### config.mk
export PLATFORM = sky130hd
export DESIGN_NAME = prog_loader
export DESIGN_NICKNAME = d
export VERILOG_FILES = /design/src/rtl/prog_loader.sv
export SDC_FILE = /design/constraint.sdc
export NUM_CORES = 1
export LEC_CHECK = 0
export CAP_MARGIN = 5
export CORE_AREA = 2 2 92 94
export CTS_CLUSTER_DIAMETER = 30
export DETAILED_ROUTE_END_ITERATION = 10
export DIE_AREA = 0 0 94 96
export PLACE_DENSITY_LB_ADDON = 0.12
export SLEW_MARGIN = 5
export SYNTH_ARGS = -nofsm -noshare
export SYNTH_HDL_FRONTEND = slang
export SYNTH_SLANG_ARGS = --single-unit
### constraint.sdc
create_clock -name clk -period 3.8 [get_ports clk]
set_input_delay 0.76 -clock clk [delete_from_list [all_inputs] [get_ports clk]]
set_output_delay 0.76 -clock clk [all_outputs]
set_load 0.01 [all_outputs]
### src/rtl/prog_loader.sv
// prog_loader: receives a length-prefixed, big-endian byte stream, writes 32-bit words into
// CPU instruction memory, and then releases the CPU from reset.
module prog_loader #(
  parameter int MAX_WORDS = 32
) (
  input  logic        clk,
  input  logic        Reset,
  input  logic        start,
  input  logic [7:0]  byte_in,
  input  logic        byte_valid,
  output logic        byte_ready,
  output logic [31:0] Instruction,
  output logic        LoadInstructions,
  output logic [7:0]  LoadAddr,
  output logic        CpuReset,
  output logic        done,
  output logic        error
);
  typedef enum logic [2:0] {IDLE, HDR, ASSEMBLE, WRITE, RELEASE, DONE, ERR} stateT;
  localparam logic [8:0] MaxW = 9'(MAX_WORDS);
  stateT state, nextState;
  logic [31:0] word, nextWord;
  logic [7:0] wordIdx, nextWordIdx, wordCount, nextWordCount;
  logic [1:0] byteIdx, nextByteIdx, relCnt, nextRelCnt;
  logic xfer;
  assign xfer = byte_valid & byte_ready;
  always_comb begin
    nextState = state;
    nextWord = word;
    nextWordIdx = wordIdx;
    nextWordCount = wordCount;
    nextByteIdx = byteIdx;
    nextRelCnt = relCnt;
    case (state)
      IDLE, DONE: nextState = start ? HDR : state;
      HDR: if (xfer) begin
        nextWordCount = byte_in;
        nextWordIdx = '0;
        nextByteIdx = '0;
        nextRelCnt = '0;
        nextState = byte_in == 8'd0 ? RELEASE : {1'b0, byte_in} > MaxW ? ERR : ASSEMBLE;
      end
      ASSEMBLE: if (xfer) begin
        nextWord = {word[23:0], byte_in};
        nextByteIdx = byteIdx + 2'd1;
        nextState = byteIdx == 2'd3 ? WRITE : ASSEMBLE;
      end
      WRITE: begin
        nextByteIdx = '0;
        nextRelCnt = '0;
        nextState = wordIdx == wordCount - 8'd1 ? RELEASE : ASSEMBLE;
        nextWordIdx = wordIdx == wordCount - 8'd1 ? wordIdx : wordIdx + 8'd1;
      end
      RELEASE: begin
        nextRelCnt = relCnt + 2'd1;
        nextState = relCnt == 2'd1 ? DONE : RELEASE;
      end
      default: ;
    endcase
  end
  // Outputs are registered from the next state so they line up with the state they describe.
  always_ff @(posedge clk) begin
    if (!Reset) begin
      state <= IDLE;
      word <= '0;
      wordIdx <= '0;
      wordCount <= '0;
      byteIdx <= '0;
      relCnt <= '0;
      byte_ready <= 1'b0;
      Instruction <= '0;
      LoadInstructions <= 1'b0;
      LoadAddr <= '0;
      CpuReset <= 1'b1;
      done <= 1'b0;
      error <= 1'b0;
    end else begin
      state <= nextState;
      word <= nextWord;
      wordIdx <= nextWordIdx;
      wordCount <= nextWordCount;
      byteIdx <= nextByteIdx;
      relCnt <= nextRelCnt;
      byte_ready <= nextState == HDR || nextState == ASSEMBLE;
      LoadInstructions <= nextState == WRITE;
      Instruction <= nextState == WRITE ? nextWord : Instruction;
      LoadAddr <= nextState == WRITE ? nextWordIdx : LoadAddr;
      CpuReset <= nextState != DONE;
      done <= nextState == DONE;
      error <= nextState == ERR;
    end
  end
endmodule

======== Word-level counts from Yosys, hierarchy flattened ========
Index checks and enable logic that the tools add are counted.
storage, ports and cells
  register bits ........................... 100
  bits of input ports ..................... 12
  output and inout bits ................... 45
cells by class
  add/subtract/negate cells ............... 4
  bitwise operators ....................... 1
  multiplexer cells ....................... 18
  eq/ne operators ......................... 16
  reduce and logical (&&, ||, !) cells .... 9
  $lt $le $gt $ge ......................... 1
operators with widths
  kind                                                 count
  2-to-1 mux 32 bit                                    2
  2-to-1 mux 3 bit                                     6
  2-to-1 mux 8 bit                                     2
  case mux 8 bit (2 select lines)                      1
  case mux 3 bit (5 select lines)                      1
  == test 3 x 2 -> 1 bit (second input constant)       4
  == test 3 bit (second input constant)                4
  case mux 2 bit (3 select lines)                      2
  adder 8 x 1 -> 8 bit (second input constant)         1
  == test 8 bit                                        1
  > comparator 8 x 6 -> 1 bit (second input constant)  1
  zero test 8 bit                                      1
  subtractor 8 x 1 -> 8 bit (second input constant)    1
  == test 3 x 1 -> 1 bit (second input constant)       2
  nonzero test 3 bit                                   2
  adder 2 x 1 -> 2 bit (second input constant)         2
  2-to-1 mux 2 bit                                     2
  inequality test 2 bit (second input constant)        2
  AND reduction 2 bit                                  2
  zero test 3 bit                                      1
  inequality test 3 bit (second input constant)        1
  AND reduction 3 bit                                  1
  == test 2 x 1 -> 1 bit (second input constant)       1
  == test 2 bit (second input constant)                1
  other kinds (4)                                      5

======== Depth between registers and ports, before layout ========
  word-level depth ........................ 7
  mapped depth ............................ 9

======== Least setup slack after synthesis ========
OpenSTA, ideal clock, no wires.
  path type ............................... input to register
  start point ............................. input port byte_valid
  end point ............................... register byte_ready
  arrival ................................. 2.094 ns
  setup time .............................. 0.096 ns
  buffers on the path ..................... 0
  stages on the path ...................... 6
  path slack .............................. 1.610 ns
  cell sequence ........................... nand2_1 > nor4_2 > nand2_1 > o221ai_1 > mux2_2 > nor4b_1
between the ends
  word-level cells in the longest chain between the ends .. 5
  elaborated cells between the ends (all ways) .. 7
  those cells by class .................... eq/ne (2); mux (3); bitwise (1); reduce/logical (1)
ends and longest elaborated chain
  what                                                              RTL line  RTL
  from (decl)                                                       10        input logic byte_valid,
  AND 1 bit *                                                       26        assign xfer = byte_valid & byte_ready;
  2-to-1 mux 3 bit, on equally long branches                        43, 36
  case mux 3 bit (5 select lines) *                                 34        case (state)
  == test 3 x 1 -> 1 bit or == test 3 x 2 -> 1 bit (tied branches)  84        byte_ready <= nextState == HDR || nextState == ASSEMBLE;
  logical OR 1 bit *                                                84
  to (signal assigned)                                              70        byte_ready <= 1'b0;
  to (signal assigned)                                              84
  to (decl)                                                         11        output logic byte_ready,
Mark *: on every way between the ends. The rest lies on a longest branch, timed or not.
A chain may end at the register's enable or synchronous reset.

======== Worst setup path in the final report ========
Ends and elaborated chain as after synthesis.

==> flow_summary.json <==
{
  "grt_use_total_pct": 21.4,
  "grt_pass1_vias": 3162,
  "required_ps": 4050,
  "max-clock-path-buffers": 2,
  "layout-drive-gt1-share_pct": 5.97,
  "synth.distinct_cells": 47,
  "cp_max_fo": 21,
  "fin_tns_setup_ps": 0,
  "port_buffers": 56,
  "gpl.final_weighted_congestion": 0.778,
  "setup.worst_path.class": "in2reg",
  "cts_tree": "yes",
  "yosysSeqAreaShare_pct": 46.8,
  "syn_avg_cell_area_um2": 8.30,
  "row_count": 33,
  "wl_met3_um": 312,
  "fmax_mhz": 394,
  "met2WireLength_mm": 4.62,
  "cts_root_buf": "clkbuf_8",
  "share_of_synthesized_cell_area_in_full_adder_half_adder_and_majority_cells_pct": 1.27,
  "yosys.area_share.simple_pct": 23.9,
  "hold_class": "reg2reg",
  "post_synth_instance_area_mm2": 0.00393,
  "max_cap_violations": 0,
  "peak_supply_drop_mv": 0.266,
  "number_of_clock_buffers_inserted_by_tritoncts": 9,
  "topRoutingLayerUsed": "met4",
  "critPathBufInv": 2,
  "syn_nets": 490,
  "grt_pass1_wl_mm": 15.3,
  "area_growth_syn_to_layout_pct": 21.3,
  "post-route-min-period_ps": 2540,
  "placement.setup.worst_slack_ps": 919,
  "cts_setup_buffers": 0,
  "numClockSinks": 92,
  "antenna_violating_nets_post_route": 0,
  "final.fill_count": 718,
  "synth_top_family_by_area": "simple AND/OR/NAND/NOR gates",
  "clock_skew_ps": 15.5,
  "tightestPinTransition_ps": 1010,
  "cts-resized-gates": 0,
  "initialDrtViolationCount": 158,
  "floorplan.initialDensity_pct": 48.8,
  "timing.max_slew.rel_slack_pct": 31.9,
  "timing.critical_path.to_type": "register",
  "timing.critical_path.arrival_ps": 2780,
  "fp.dieArea_mm2": 0.00902,
  "die_w_um": 94,
  "maxSlewViolCount": 0,
  "grt_max_degree": 41,
  "critical-path-max-stage-delay_ps": 510,
  "layout.cells.most_common": "nand2_1",
  "diodes": 0,
  "path_delay_family": "simple AND/OR/NAND/NOR gates",
  "detail_route.drc_violations": 0,
  "drt_wl_total_mm": 9.06,
  "core_mm2": 0.00805,
  "powerDensity_mw_per_mm2": 380,
  "critical_path.cell_chain": "clkdlybuf4s50_1 > nand2_1 > or3_1 > buf_4 > a21oi_1 > nor2_1 > mux2_2 > nor4b_1",
  "pin_count": 57,
  "fin_nets": 531,
  "report.final.setup_viol": 0,
  "hold_viol_final": 0,
  "clock_pin_slew_of_the_registers_on_the_worst_case_setup_and_hold_paths_ps": 80,
  "fin_ws_ps": 1260,
  "final_min_period_over_clock_period_pct": 66.8,
  "gr-total-overflow": 0,
  "yosys_warnings": 0,
  "grt_setup_unrepaired": "false",
  "worstSetupStartpointType": "input port",
  "cts_hold_repair.buffers": 0,
  "dr.pass1.iters": 4,
  "critPathSlowestCell": "clkdlybuf4s50_1",
  "clk-insertion-delay-late_ps": 350,
  "power.static_leakage_nw": 1.62,
  "run_status": "finished clean",
  "initial_antenna_violation_count": 0,
  "met1Wirelength_mm": 3.99,
  "route.detailed.vias_per_inst": 5.33,
  "die_height_um": 96,
  "routed_wire_length_per_instance_um": 14.5,
  "layout_common_cells": "nand2_1 (144), dfxtp_1 (92), a21boi_0 (70), clkdlybuf4s50_1 (55), nand3_1 (23)",
  "synth_compound_area_share_pct": 19.8,
  "detailed_place_hpwl_mm": 6.10,
  "yosys_register_bits": 92,
  "vias": 3325,
  "synth_cells": 474,
  "synth_xor_xnor_area_share_pct": 2.45,
  "cts_max_level": 3,
  "synthMuxAreaShare_pct": 1.81
}
==> synth_stat cells (all sizes together) <==
cell type	instances	share of area [%]
nor2	12	1.1
or3	1	0.16
a21oi	8	1.1
o211ai	2	0.38
or3b	1	0.22
or4	4	0.86
nor4	2	0.48
ha	4	1.3
or2	1	0.16
nand4	2	0.32
clkbuf	30	2.9
xor2	3	0.67
a31oi	1	0.16
inv	7	0.67
nand2b	7	1.1
a22oi	3	0.57
o31ai	2	0.38
a21boi	71	14
nor3	7	0.89
and2	5	0.80
o2111ai	1	0.38
xnor2	8	1.8
o2bb2ai	1	0.22
nand2	144	14
nand3	23	2.9
nor4b	1	0.22
mux2i	6	1.5
o21a	1	0.19
o21bai	1	0.19
a41o	1	0.25
o21ai	6	0.86
o221ai	2	0.45
a21o	2	0.38
o22ai	1	0.16
and3	4	0.64
dfxtp	92	47
nand3b	1	0.19
mux2	1	0.29
buf	3	0.48
o211a	2	0.51
==> layer usage <==
layer / GRT usage [%] / vias to the layer above
met5: 0 / -
met1: 27.4 / 1582
met3: 3.21 / 13
met4: 7.61 / 0
met2: 37.0 / 59
li1: - / 1671
==> cells by family after synthesis <==
logic type	Yosys count
flops	92
fa+ha+maj	4
mux	7
simple gates	215
compound gates	105
xor+xnor	11
buf+inv	40
==> stage by stage <==
stage	util [%]	hold WS (ps)	instances	power (mW)	cell area [um2]
4_1_cts	59.3	458	624	1.83	4770
5_1_grt	59.3	465	624	1.89	4770
6_report	59.3	453	624	1.81	4770
3_5_place_dp	56.5	445	609	1.11	4550
3_3_place_gp	56.5	438	609	1.10	4550
2_1_floorplan	-	441	474	1.07	3930
==> registers in the layout (all words and copies together), names as in the netlist, 2 cells and up <==
register	cells
wordCount	8
word	24
wordIdx	8
relCnt	2
byteIdx	2
LoadAddr	8
Instruction	32
state	3
==> where the power goes <==
part           internal [mW]  switching, mW  total [mW]
registers              0.970         0.0119       0.982
logic                 0.0470         0.0540       0.101
clock network          0.387          0.343       0.730
==> final cells by class <==
cell class              count  area (um2)  share of cell area (%)
multi-input cells         342        1940                    40.7
repair buffers             63         608                    12.7
well taps                 105         131                    2.75
flip-flops and latches     92        1840                    38.6
inverters                   7        26.3                   0.551
clock inverters             5        83.8                    1.76
clock buffers              10         138                    2.88
==> tightest hold or removal path: stages, from the launching register on <==
cell and delay (ps):
dfxtp_1 320, nand2_1 50, a21boi_1 50
==> final timing paths <==
path                             startpoint                       end  slack, ps  depth (start not counted)
setup / recovery                 byte_valid     byte_ready$_SDFF_PN0_       1260                          8
setup reg to reg  wordCount[0]$_SDFFE_PN0P_          error$_SDFF_PN0_       1350                          6
hold reg to reg    LoadAddr[7]$_SDFFE_PN0N_  LoadAddr[7]$_SDFFE_PN0N_        450                          2
hold / removal     LoadAddr[7]$_SDFFE_PN0N_  LoadAddr[7]$_SDFFE_PN0N_        450                          2
No activity file was read; power rests on OpenSTA's default activity.
